===== src/rtl/vga_timing_pkg.sv =====
// vga_timing_pkg: default 640x480@60 timing, rgb332 pixel type and DAC channel expansion
package vga_timing_pkg;
    localparam int DEF_CLK_DIV   = 2;
    localparam int DEF_H_VISIBLE = 640;
    localparam int DEF_H_FP      = 16;
    localparam int DEF_H_SYNC    = 96;
    localparam int DEF_H_BP      = 48;
    localparam int DEF_V_VISIBLE = 480;
    localparam int DEF_V_FP      = 10;
    localparam int DEF_V_SYNC    = 2;
    localparam int DEF_V_BP      = 33;
    localparam int H_TOTAL = DEF_H_VISIBLE + DEF_H_FP + DEF_H_SYNC + DEF_H_BP;
    localparam int V_TOTAL = DEF_V_VISIBLE + DEF_V_FP + DEF_V_SYNC + DEF_V_BP;
    localparam int COORD_W = 11;

    typedef struct packed {
        logic [2:0] r;
        logic [2:0] g;
        logic [1:0] b;
    } rgb332_t;

    // Bit replication maps full-scale codes to 8'hFF and zero to 8'h00
    function automatic logic [7:0] expand3(input logic [2:0] c);
        return {c, c, c[2:1]};
    endfunction

    function automatic logic [7:0] expand2(input logic [1:0] c);
        return {c, c, c, c};
    endfunction
endpackage


===== src/rtl/vga_axis_counter.sv =====
// vga_axis_counter: wrapping raster counter for one axis; wrap flags the enabled terminal step
module vga_axis_counter #(
    parameter int TOTAL = 800,
    parameter int W     = 11
) (
    input  logic         clk,
    input  logic         rst_n,
    input  logic         enable,
    output logic [W-1:0] count,
    output logic         wrap
);
    assign wrap = enable && (count == W'(TOTAL - 1));

    always_ff @(posedge clk or negedge rst_n) begin
        if (!rst_n)
            count <= '0;
        else if (enable)
            count <= wrap ? '0 : count + 1'b1;
    end
endmodule


===== src/rtl/vga_scanout.sv =====
// vga_scanout: raster timing generator and VGA DAC output stage with one pixel of aligned latency
module vga_scanout
    import vga_timing_pkg::*;
#(
    parameter int   CLK_DIV     = DEF_CLK_DIV,
    parameter int   H_VISIBLE   = DEF_H_VISIBLE,
    parameter int   H_FP        = DEF_H_FP,
    parameter int   H_SYNC      = DEF_H_SYNC,
    parameter int   H_BP        = DEF_H_BP,
    parameter int   V_VISIBLE   = DEF_V_VISIBLE,
    parameter int   V_FP        = DEF_V_FP,
    parameter int   V_SYNC      = DEF_V_SYNC,
    parameter int   V_BP        = DEF_V_BP,
    parameter logic SYNC_ACTIVE = 1'b0
) (
    input  logic        clk,
    input  logic        resetN,
    input  logic [7:0]  RGBIn,
    output logic [10:0] pixelX,
    output logic [10:0] pixelY,
    output logic        startOfFrame,
    output logic [7:0]  red,
    output logic [7:0]  green,
    output logic [7:0]  blue,
    output logic        hSync,
    output logic        vSync,
    output logic        blankN
);
    localparam int H_PERIOD = H_VISIBLE + H_FP + H_SYNC + H_BP;
    localparam int V_PERIOD = V_VISIBLE + V_FP + V_SYNC + V_BP;

    logic [2:0] div;
    logic       strobe;
    logic       h_wrap;
    logic       v_wrap;
    logic       active;
    logic       in_hs;
    logic       in_vs;
    rgb332_t    px;

    assign strobe = div == 3'(CLK_DIV - 1);
    assign px     = RGBIn;

    always_ff @(posedge clk or negedge resetN) begin
        if (!resetN)
            div <= '0;
        else
            div <= strobe ? '0 : div + 3'd1;
    end

    vga_axis_counter #(.TOTAL(H_PERIOD), .W(COORD_W)) u_h (
        .clk    (clk),
        .rst_n  (resetN),
        .enable (strobe),
        .count  (pixelX),
        .wrap   (h_wrap)
    );

    vga_axis_counter #(.TOTAL(V_PERIOD), .W(COORD_W)) u_v (
        .clk    (clk),
        .rst_n  (resetN),
        .enable (h_wrap),
        .count  (pixelY),
        .wrap   (v_wrap)
    );

    // Decoded from the pre-strobe coordinate, i.e. the pixel whose colour RGBIn now holds
    always_comb begin
        active = (pixelX < 11'(H_VISIBLE)) && (pixelY < 11'(V_VISIBLE));
        in_hs  = (pixelX >= 11'(H_VISIBLE + H_FP)) && (pixelX < 11'(H_VISIBLE + H_FP + H_SYNC));
        in_vs  = (pixelY >= 11'(V_VISIBLE + V_FP)) && (pixelY < 11'(V_VISIBLE + V_FP + V_SYNC));
    end

    always_ff @(posedge clk or negedge resetN) begin
        if (!resetN) begin
            red          <= '0;
            green        <= '0;
            blue         <= '0;
            blankN       <= 1'b0;
            hSync        <= ~SYNC_ACTIVE;
            vSync        <= ~SYNC_ACTIVE;
            startOfFrame <= 1'b0;
        end else begin
            startOfFrame <= v_wrap;
            if (strobe) begin
                red    <= active ? expand3(px.r) : 8'h00;
                green  <= active ? expand3(px.g) : 8'h00;
                blue   <= active ? expand2(px.b) : 8'h00;
                blankN <= active;
                hSync  <= in_hs ? SYNC_ACTIVE : ~SYNC_ACTIVE;
                vSync  <= in_vs ? SYNC_ACTIVE : ~SYNC_ACTIVE;
            end
        end
    end
endmodule


===== config.mk =====
export PLATFORM = sky130hd
export DESIGN_NAME = vga_scanout
export DESIGN_NICKNAME = d
export VERILOG_FILES = /design/src/rtl/vga_timing_pkg.sv /design/src/rtl/vga_axis_counter.sv /design/src/rtl/vga_scanout.sv
export SDC_FILE = /design/constraint.sdc
export NUM_CORES = 1
export LEC_CHECK = 0
export ABC_AREA = 1
export ABC_CLOCK_PERIOD_IN_PS = 4600
export CAP_MARGIN = 40
export CORE_MARGIN = 4
export CORE_UTILIZATION = 52
export CTS_CLUSTER_SIZE = 28
export DETAILED_ROUTE_END_ITERATION = 12
export PLACE_DENSITY = 0.88
export SLEW_MARGIN = 20
export SYNTH_ARGS = -nofsm -noshare
export SYNTH_HDL_FRONTEND = slang
export SYNTH_HIERARCHICAL = 1
export SYNTH_SLANG_ARGS = --single-unit

===== constraint.sdc =====
create_clock -name clk -period 4.6 [get_ports clk]
set_input_delay 0.92 -clock clk [delete_from_list [all_inputs] [get_ports clk]]
set_output_delay 0.92 -clock clk [all_outputs]
set_load 0.02 [all_outputs]

== Word level (Yosys, flattened, before mapping) ==
Index checks and enable logic that the tools add are counted.
Widths: inputs -> output; s select.

* $add $sub $neg: 3
* Order comparisons: 6
* Eq/ne operators: 3
* Muxes and demuxes: 8
* Reduce and logical (&&, ||, !) cells: 5

{| class="wikitable"
|+ Operator list
! kind !! count
|-
| $mux 8 || 3
|-
| $add 11x1->11 const B || 2
|-
| $eq 11x10->1 const B || 2
|-
| $lt 11x10->1 const B || 2
|-
| $lt 11x9->1 const B || 2
|-
| $mux 11 || 2
|-
| $ge 11x10->1 const B || 1
|-
| $ge 11x9->1 const B || 1
|-
| $logic_and 1x1->1 || 5
|-
| $add 3x1->3 const B || 1
|-
| $eq 3x1->1 const B || 1
|-
| $mux 3 || 1
|-
| $mux 1 || 2
|}

* Bits in registers: 53
* Bits of input ports: 10
* Logic and storage cells: 35

== Logic depth before layout (Yosys ltp) ==
Gate-level depths: netlist of run 1.

* Depth in word-level cells: 4
* Gate-level depth with buffers: 17
* Gate-level depth less buffers: 15

== By module ==
Netlist of run 1, hierarchy kept.

{| class="wikitable"
|+ By module, submodules not included
! module !! instances !! cells each !! area each (um2)
|-
| vga_scanout || 1 || 102 || 820.8
|-
| vga_axis_counter (u_v) || 1 || 94 || 694.4
|-
| vga_axis_counter (u_h) || 1 || 91 || 659.4
|}

== Worst setup path before layout of run 1 ==
No wires, ideal clock.

* Path kind: flip-flop to flip-flop
* Start point: register div[1]
* End point: register u_v.count[8]
* Setup time: 0.118 ns
* Arrival: 1.772 ns
* Data required time: 4.482 ns
* Setup slack: 2.710 ns
* Stages on the path, launching flop included: 16
* Buffers on the path: 2
* Clock period less this slack: 1.890 ns
* Cells stage by stage: dfrtp_1 -> inv_1 -> nand3_2 -> inv_2 -> buf_6 -> nand2_1 -> nor2_1 -> nand3_2 -> inv_1 -> buf_6 -> nand2_4 -> nor2_4 -> nand2_2 -> nor2_4 -> xor2_1 -> inv_1

* Longest elaborated chain between the ends: 4

{| class="wikitable"
|+ Ends and longest elaborated chain
! item !! line !! RTL
|-
| from (decl) || vga_scanout.sv:32 || <nowiki>logic [2:0] div;</nowiki>
|-
| from (signal assigned) || vga_scanout.sv:48 || <nowiki>div <= strobe ? '0 : div + 3'd1;</nowiki>
|-
| $eq 3x1->1 * || vga_scanout.sv:41 || <nowiki>assign strobe = div == 3'(CLK_DIV - 1);</nowiki>
|-
| net strobe || vga_scanout.sv:33 || <nowiki>logic strobe;</nowiki>
|-
| $logic_and 1x1->1 * || vga_axis_counter.sv:12 || <nowiki>assign wrap = enable && (count == W'(TOTAL - 1));</nowiki>
|-
| net h_wrap || vga_scanout.sv:34 || <nowiki>logic h_wrap;</nowiki>
|-
| $logic_and 1x1->1 || vga_axis_counter.sv:12 ||
|-
| $mux 11 || vga_axis_counter.sv:18 || <nowiki>count <= wrap ? '0 : count + 1'b1;</nowiki>
|-
| to (signal assigned) || vga_axis_counter.sv:18 ||
|-
| to (decl) || vga_axis_counter.sv:9 || <nowiki>output logic [W-1:0] count,</nowiki>
|}

Mark *: on every way through the listed nets, which the timed path passes. The rest lies on a longest branch.
A chain may end at the register's enable or synchronous reset.

== Worst setup path after layout of run 1 ==
* Start point: register div[1]
* End point: register u_v.count[1]

The elaborated chain is that of the path after synthesis.

==> results of run 1 <==
-- logic make-up after synthesis --
kind of cell,share of synthesized area
XOR/XNOR,0.0363
buffers and inverters,0.157
flip-flops,0.427
adder cells (fa/ha/maj),0.0173
AO/OA/AOI/OAI,0.0115
AND/OR/NAND/NOR,0.351
-- metal layers --
metal	GRT usage	wire, um
met1	0.254	2090
met2	0.315	2240
met3	0.0579	410
met4	0.0594	24
met5	0	0
-- worst min-delay path, stage by stage (launching register included) --
cell	delay, ps
dfrtp_1	350
nand2_1	50
nand2_1	60
-- cell type report --
type / instances / area [um^2]
Clock buffer: 6 / 72.6
Clock inverter: 2 / 10.0
Fill cell: 326 / 1260
Inverter: 50 / 188
Multi-Input combinational cell: 181 / 905
Sequential cell: 37 / 928
Tap cell: 50 / 62.6
Timing Repair Buffer: 60 / 598
-- how the worst max path moves through the flow --
stage,start,endpoint,cells after the start
after floorplan,div[1]$_DFF_PN0_,u_v/count[8]$_DFFE_PN0P_,15
after global placement,div[1]$_DFF_PN0_,u_v/count[0]$_DFFE_PN0P_,12
after detailed placement,div[1]$_DFF_PN0_,u_v/count[0]$_DFFE_PN0P_,12
after CTS,div[1]$_DFF_PN0_,u_v/count[0]$_DFFE_PN0P_,12
after global routing,div[1]$_DFF_PN0_,u_v/count[1]$_DFFE_PN0P_,12
final,div[1]$_DFF_PN0_,u_v/count[1]$_DFFE_PN0P_,12
-- synthesized netlist by cell type, types with 3 or more instances --
cell	n
nand4_1	5
nand2_2	4
ha_1	3
buf_4	16
nor3_1	5
nor2_2	4
nand3_1	23
nor2_4	4
xor2_1	7
buf_6	3
inv_1	42
nor2_1	37
inv_2	7
dfrtp_1	35
nand2_1	76
-- report_power, final --
part           switching (mW)  internal [mW]
Combinational          0.0267         0.0267
Clock                   0.114          0.105
Sequential            0.00381          0.329
Total                   0.144          0.460
-- state kept, by name (all words and copies together), names as in the netlist --
signal	count
startOfFrame	1
blankN	1
div	3
red	3
blue	2
u_v/count	11
u_h/count	11
green	3
hSync	1
vSync	1
-- metrics by stage --
| step | utilization | setup slack [ps] |
|---|---|---|
| 2_1_floorplan | - | 2710 |
| 3_3_place_gp | 0.666 | 2270 |
| 3_5_place_dp | 0.666 | 2080 |
| 4_1_cts | 0.686 | 2060 |
| 5_1_grt | 0.686 | 1820 |
| 6_report | 0.686 | 2100 |
==> summary.txt, run 1 <==
Status
  – Status: finished clean

Power and ir drop
  – Pwr Density: 219 nW/um^2
  – Total power: 0.605 mW
  – Max IR drop VDD: 0.000179 V
  – Leakage power total: 1.40 nW

Clock network
  – Hold-fix buffers, CTS: 0
  – CTS Sinks: 37
  – Reg clk slew, reported paths: 80 ps
  – CTS tree: done
  – Cts bufs inserted: 5
  – Root buffer cell: clkbuf_8
  – Clk_lat worst skew: 290 ps
  – H-tree levels: 2
  – Post-CTS sizing: 0
  – Post-CTS setup buffer count: 0
  – Clk buf depth: 2

Timing
  – # setup viols final: 0
  – Slew HR: 0.688
  – Setup TNS after final layout: 0 ps
  – Min Tclk post-route: 2500 ps
  – RSZ-0062 raised after global routing: no
  – Slew of the pin with the lowest slew margin: 468 ps
  – Final Hold Viols: 0
  – Final period util: 0.543
  – Max Fclk: 400 MHz
  – Worst setup skew after layout: 7.75 ps
  – Worst hold slack: 493 ps
  – Slew Limit Fails: 0

Critical path
  – R2r startpoint: div[1]$_DFF_PN0_
  – Critical Path RT: 4790 ps
  – FF-to-FF setup slack: 2100 ps
  – Critical path peak fanout: 11
  – CP Launch Type: register
  – Longest individual stage delay on the worst path: 380 ps
  – WS Path Type: reg -> reg
  – Crit path max-delay cell type: dfrtp_1
  – Buf/Inv on CP: 4
  – Critical Path Most Common Cell: inv_1
  – R2r worst-path depth: 12
  – Critical Path End Type: register
  – Critical Path, Cell by Cell: inv_1 -> nand3_2 -> inv_2 -> nand2_1 -> nor2_1 -> nand3_2 -> inv_1 -> inv_1 -> nor3_1 -> nand3_1 -> nand3_1 -> nand2_1
  – Crit path max-delay family: simple AND/OR/NAND/NOR gates
  – Critical Path AT: 2690 ps
  – Worst r2r dst: u_v/count[1]$_DFFE_PN0P_

Route
  – Post-DR wirelength/cell: 12.3 um
  – Final ANT Viol Nets: 0
  – 1st-iter DRT viols: 133
  – Residual DRC: 0
  – Drt pass-1 iters: 4
  – Routed WL: 4770 um
  – Vias per cell: 4.94
  – Via count: 1905

Synthesis
  – Syn. warnings: 6
  – Sequential share of the synthesized area: 0.427
  – Largest area contributor in the netlist: dfrtp_1
  – Syn_area_per_cell: 7.58 um^2
  – Async SR Flop Fraction: 1.00
  – Cell Area, Synth: 2170 um^2
  – Main flop type after synthesis: dfrtp_1
  – Top cells by area, synth: dfrtp_1, nand2_1, inv_1, nor2_1, buf_4
  – Synth top area share: 0.403
  – Synth Instances: 287
  – Seq cells post-synth: 37
  – Post-synth cell types: 25
  – Syn Nets: 300
  – EDFF count, synth: 0

Global route
  – Grt total ovfl: 0
  – First-pass GRT wire length: 8200 um
  – Vias in the first global route: 1854
  – Initial antenna violation count: 0
  – Total track usage: 0.195
  – Largest net degree at the start of global routing: 38

Die
  – Chip width: 72.7 um
  – Row cnt: 23
  – # IOs: 60
  – Die area: 5280 um^2
  – Initial Util: 0.540
  – Core area: 4030 um^2
  – Die extent in y: 72.7 um

Cells and area
  – Post-route design area: 2760 um^2
  – Layout cells sized above 1: 0.104
  – Final std cells w/o fill: 386
  – P&R area growth vs syn: 27.1%
  – NumNets Final: 348
  – N_diodes: 0
  – Most common cell after layout, fill and taps aside: nand2_1
  – Commonest cells after routing, fill and taps aside: nand2_1, clkdlybuf4s50_1, inv_1, nor2_1, dfrtp_1

Place
  – Inst Count DP: 378
  – Detailed placement HPWL: 3530 um
  – GPL Wtd Cong: 0.876
  – DP Area: 2680 um^2
  – Port Buffers: 59

Min path
  – Hold Path Cell Cnt: 2
  – Worst Hold Endpoint: blankN$_DFFE_PN0P_
  – Min-Delay Startpoint: blankN$_DFFE_PN0P_
  – Hold/Removal Path Class: reg -> reg

Flow run
  – Max-cap violations: 0
Note: power is estimated with default switching activity, not from simulation.
==> run 2: changes to the inputs <==
- ABC_CLOCK_PERIOD_IN_PS: 4600 -> 2400
- CORE_UTILIZATION: 52 -> 48
- PLACE_DENSITY: 0.88 -> 0.82
- clock period: 4.6 -> 2.4 ns (I/O delays scaled with it)
==> summary.txt, run 2 (synthesized netlist as in run 1, its figures left out) <==
Clock network
  – Post-CTS setup buffer count: 0
  – Cts bufs inserted: 5
  – CTS tree: done
  – Clk_lat worst skew: 300 ps
  – Reg clk slew, reported paths: 80 ps
  – CTS Sinks: 37
  – Root buffer cell: clkbuf_8
  – Hold-fix buffers, CTS: 0
  – H-tree levels: 2
  – Post-CTS sizing: 0
  – Clk buf depth: 2

Cells and area
  – Commonest cells after routing, fill and taps aside: nand2_1, clkdlybuf4s50_1, inv_1, nor2_1, dfrtp_1
  – Fillcell total: 371
  – Register area: 928 um^2
  – NumNets Final: 350
  – P&R area growth vs syn: 29.8%
  – Area of the multi-input gates: 905 um^2
  – N_diodes: 0
  – Final std cells w/o fill: 390
  – Layout cells sized above 1: 0.115
  – Most common cell after layout, fill and taps aside: nand2_1
  – Largest regs: u_h/count x11, u_v/count x11

Route
  – Routed WL: 4970 um
  – 1st-iter DRT viols: 134
  – Post-DR wirelength/cell: 12.7 um
  – Vias per cell: 4.92
  – Residual DRC: 0
  – Final ANT Viol Nets: 0
  – Drt pass-1 iters: 4
  – Via count: 1920

Timing
  – Max Fclk: 470 MHz
  – # setup viols final: 0
  – Final period util: 0.886
  – Final Hold Viols: 0
  – RSZ-0062 raised after global routing: no
  – Final worst setup slack: 273 ps
  – Slew of the pin with the lowest slew margin: 462 ps
  – Setup TNS after final layout: 0 ps
  – Slew Limit Fails: 0
  – Min Tclk post-route: 2130 ps
  – Slew HR: 0.692
  – Worst setup skew after layout: 8.15 ps

Die
  – # IOs: 60
  – Row cnt: 24
  – Initial Util: 0.496
  – Core area: 4380 um^2
  – Chip width: 75.3 um
  – Die area: 5670 um^2
  – Die extent in y: 75.3 um

Flow run
  – Max-cap violations: 0

Global route
  – Vias in the first global route: 1826
  – Initial antenna violation count: 0
  – Grt total ovfl: 0
  – Total track usage: 0.187
  – Largest net degree at the start of global routing: 38
  – First-pass GRT wire length: 8220 um

Place
  – Detailed placement HPWL: 3600 um
  – Placement Setup Slack: 348 ps
  – Inst Count DP: 382
  – GPL Wtd Cong: 0.922
  – Port Buffers: 59

Critical path
  – Longest individual stage delay on the worst path: 380 ps
  – Buf/Inv on CP: 4
  – Crit path max-delay cell type: dfrtp_1
  – Crit path max-delay family: simple AND/OR/NAND/NOR gates
  – CP Launch Type: register
  – FF-to-FF setup slack: 270 ps
  – Critical Path, Cell by Cell: inv_1 -> nand3_2 -> inv_2 -> nand2_1 -> nor2_1 -> nand3_2 -> clkinvlp_4 -> inv_1 -> nor3_1 -> nand3_1 -> nand3_1 -> nand2_1
  – Critical Path AT: 2310 ps
  – Critical Path End Type: register
  – Critical Path RT: 2590 ps
  – WS Path Type: reg -> reg
  – Critical path peak fanout: 8

Power and ir drop
  – Pwr Density: 463 nW/um^2
  – Max IR drop VDD: 0.000311 V
  – Leakage power total: 1.41 nW

Min path
  – Hold/Removal Path Class: reg -> reg

Status
  – Status: finished clean
==> run 2: changes by cell type in the layout (fill, tap and decap cells not counted), sizes merged <==
cell      change
buf           +2
inv           -1
clkinvlp      +2
bufinv        +1
clkinv        -2
==> run 2: metrics by stage <==
| stage | hold WS (ps) | utilization | total power, mW | area, um^2 |
|---|---|---|---|---|
| 3_3_place_gp | 472 | 0.616 | 0.751 | 2700 |
| 2_1_floorplan | 184 | - | 0.701 | 2170 |
| 5_1_grt | 534 | 0.644 | 1.36 | 2820 |
| 3_5_place_dp | 468 | 0.616 | 0.754 | 2700 |
| 4_1_cts | 487 | 0.643 | 1.32 | 2820 |
| 6_report | 488 | 0.644 | 1.31 | 2820 |
==> run 2: final cells by class <==
class	count	share of cell area
clock inverters	2	0.0133
multi-input cells	181	0.320
flip-flops and latches	37	0.329
repair buffers	62	0.217
inverters	50	0.0678
clock buffers	6	0.0293
well taps	52	0.0230
==> run 2: worst register-to-register path, cell delays in order (launching register included) <==
cell,delay [ps]
dfrtp_1,380
inv_1,100
nand3_2,110
inv_2,70
nand2_1,50
nor2_1,170
nand3_2,180
clkinvlp_4,210
inv_1,100
nor3_1,210
nand3_1,250
nand3_1,130
nand2_1,70
==> run 2: routing by layer <==
layer	global-route usage	share of wire	up-vias
met4	0.0583	0.013	0
met3	0.0515	0.084	7
met5	0	0	-
li1	-	-	951
met2	0.313	0.46	76
met1	0.235	0.44	886
==> run 2: where the power goes <==
part           switching, mW  internal (mW)  leakage (nW)
logic                 0.0513         0.0512         0.884
clock network          0.230          0.338        0.0574
registers            0.00696          0.630         0.472
total                  0.289           1.02          1.41
==> run 2: final timing paths <==
check | from | endpoint | cells after the start
worst max register to register | div[1]$_DFF_PN0_ | u_v/count[0]$_DFFE_PN0P_ | 12
max in group asynchronous | resetN | vSync$_DFFE_PN1P_ | 2
worst max-delay path | div[1]$_DFF_PN0_ | u_v/count[0]$_DFFE_PN0P_ | 12
min in group asynchronous | resetN | u_v/count[7]$_DFFE_PN0P_ | 2
worst min-delay path | blankN$_DFFE_PN0P_ | blankN$_DFFE_PN0P_ | 2
worst min register to register | blankN$_DFFE_PN0P_ | blankN$_DFFE_PN0P_ | 2
==> run 3: changes to the inputs <==
- RECOVER_POWER: unset -> 100
==> summary.txt, run 3 (synthesized netlist as in run 1, its figures left out) <==
Status
  – Status: finished clean

Critical path
  – Crit path max-delay cell type: dfrtp_1
  – Critical Path Most Common Cell: nand3_1
  – Critical Path AT: 2320 ps
  – Critical Path RT: 2590 ps
  – Buf/Inv on CP: 4
  – Longest individual stage delay on the worst path: 380 ps
  – Critical Path, Cell by Cell: inv_1 -> nand3_1 -> clkinv_1 -> nand2_1 -> nor2_1 -> nand3_2 -> clkinvlp_4 -> inv_1 -> nor3_1 -> nand3_1 -> nand3_1 -> nand2_1
  – Critical path peak fanout: 8
  – Critical Path End Type: register
  – WS Path Type: reg -> reg
  – Crit path max-delay family: simple AND/OR/NAND/NOR gates
  – CP Launch Type: register

Cells and area
  – Largest regs: u_h/count x11, u_v/count x11
  – Register area: 928 um^2
  – NumNets Final: 350
  – Commonest cells after routing, fill and taps aside: nand2_1, dlygate4sd3_1, inv_1, nor2_1, dfrtp_1
  – N_diodes: 0
  – P&R area growth vs syn: 27.9%
  – Fillcell total: 380
  – Layout cells sized above 1: 0.0858
  – Most common cell after layout, fill and taps aside: nand2_1
  – Area of the multi-input gates: 870 um^2

Route
  – 1st-iter DRT viols: 116
  – Via count: 1915
  – Vias per cell: 4.91
  – Post-DR wirelength/cell: 12.8 um
  – Final ANT Viol Nets: 0
  – Routed WL: 4980 um
  – Residual DRC: 0
  – Drt pass-1 iters: 5

Power and ir drop
  – Total power: 1.30 mW
  – Max IR drop VDD: 0.000311 V
  – Leakage power total: 1.46 nW
  – Pwr Density: 467 nW/um^2

Clock network
  – CTS tree: done
  – Clk buf depth: 2
  – Root buffer cell: clkbuf_8
  – Post-CTS setup buffer count: 0
  – Reg clk slew, reported paths: 80 ps
  – CTS Sinks: 37
  – Clk_lat worst skew: 300 ps
  – H-tree levels: 2
  – Cts bufs inserted: 5

Die
  – Core area: 4380 um^2
  – Die extent in y: 75.3 um
  – Die area: 5670 um^2
  – Initial Util: 0.496
  – Row cnt: 24
  – # IOs: 60
  – Chip width: 75.3 um

Timing
  – Max Fclk: 470 MHz
  – Slew of the pin with the lowest slew margin: 902 ps
  – # setup viols final: 0
  – Slew HR: 0.398
  – Slew Limit Fails: 0
  – Final period util: 0.886
  – Worst setup skew after layout: 8.22 ps
  – Final Hold Viols: 0
  – Final worst setup slack: 274 ps
  – Setup TNS after final layout: 0 ps
  – Min Tclk post-route: 2130 ps
  – RSZ-0062 raised after global routing: no
  – Worst hold slack: 483 ps

Place
  – Detailed placement HPWL: 3600 um
  – GPL Wtd Cong: 0.922
  – Port Buffers: 59
  – Placement Setup Slack: 348 ps

Global route
  – Vias in the first global route: 1826
  – First-pass GRT wire length: 8220 um
  – Initial antenna violation count: 0
  – Largest net degree at the start of global routing: 38
  – Total track usage: 0.187
  – Grt total ovfl: 0

Flow run
  – Max-cap violations: 0

Min path
  – Hold/Removal Path Class: reg -> reg
-- run 3: changes by cell type in the layout (fill, tap and decap cells not counted), moves of 2 or more --
| cell | delta |
|---|---|
| buf_4 | -2 |
| clkdlybuf4s50_1 | -51 |
| clkinv_1 | +2 |
| dlygate4sd3_1 | +51 |
| inv_2 | -3 |
| nor2_1 | +3 |
| nor2_4 | -3 |
-- run 3: through the flow --
step	cell area, um^2	util	instances
after floorplan	2170	-	287
after global placement	2700	0.616	382
after detailed placement	2700	0.616	382
after CTS	2820	0.643	390
after global routing	2780	0.634	390
final	2780	0.634	390
-- run 3: final timing paths --
| check | slack [ps] | to | start | depth (start not counted) |
|---|---|---|---|---|
| worst max-delay path | 270 | u_v/count[0]$_DFFE_PN0P_ | div[1]$_DFF_PN0_ | 12 |
| worst min-delay path | 480 | blankN$_DFFE_PN0P_ | blankN$_DFFE_PN0P_ | 2 |
| worst max register to register | 270 | u_v/count[0]$_DFFE_PN0P_ | div[1]$_DFF_PN0_ | 12 |
| worst min register to register | 480 | blankN$_DFFE_PN0P_ | blankN$_DFFE_PN0P_ | 2 |
| max in group asynchronous | 1000 | u_h/count[4]$_DFFE_PN0P_ | resetN | 2 |
| min in group asynchronous | 830 | u_v/count[7]$_DFFE_PN0P_ | resetN | 2 |
-- run 3: worst register-to-register path, delay by kind of cell (launching register included) --
kind | cells | cell delay (ps)
and+or+nand+nor | 8 | 1160
buffers and inverters | 4 | 480
DFF | 1 | 380
-- run 3: what timing repair did --
item / 4_1_cts / 5_1_grt
hold endpoints to repair: 0 / 0
gates resized for setup: 0 / 1
endpoints found under the setup margin: 0 / 2
hold buffers: 0 / 0
-- run 3: where the power goes --
part	leakage [nW]	internal (mW)	switching, mW	total, mW
Combinational	0.933	0.0427	0.0513	0.0940
Clock	0.0574	0.338	0.231	0.569
Sequential	0.472	0.630	0.00592	0.636
Total	1.46	1.01	0.288	1.30
-- run 3: routing by layer --
layer  track usage  wire length, um  part of all wire  up-vias
met2         0.313             2280              0.46       67
met5             0                0                 0        -
met1         0.235             2200              0.44      883
li1              -                -                 -      954
met4        0.0583               70             0.014        0
met3        0.0515              420             0.084       11
-- run 3: layout make-up --
| class | instances | share of cell area |
|---|---|---|
| flip-flops and latches | 37 | 0.334 |
| inverters | 50 | 0.0688 |
| clock buffers | 6 | 0.0297 |
| repair buffers | 62 | 0.218 |
| clock inverters | 2 | 0.0135 |
| multi-input cells | 181 | 0.313 |
| well taps | 52 | 0.0234 |
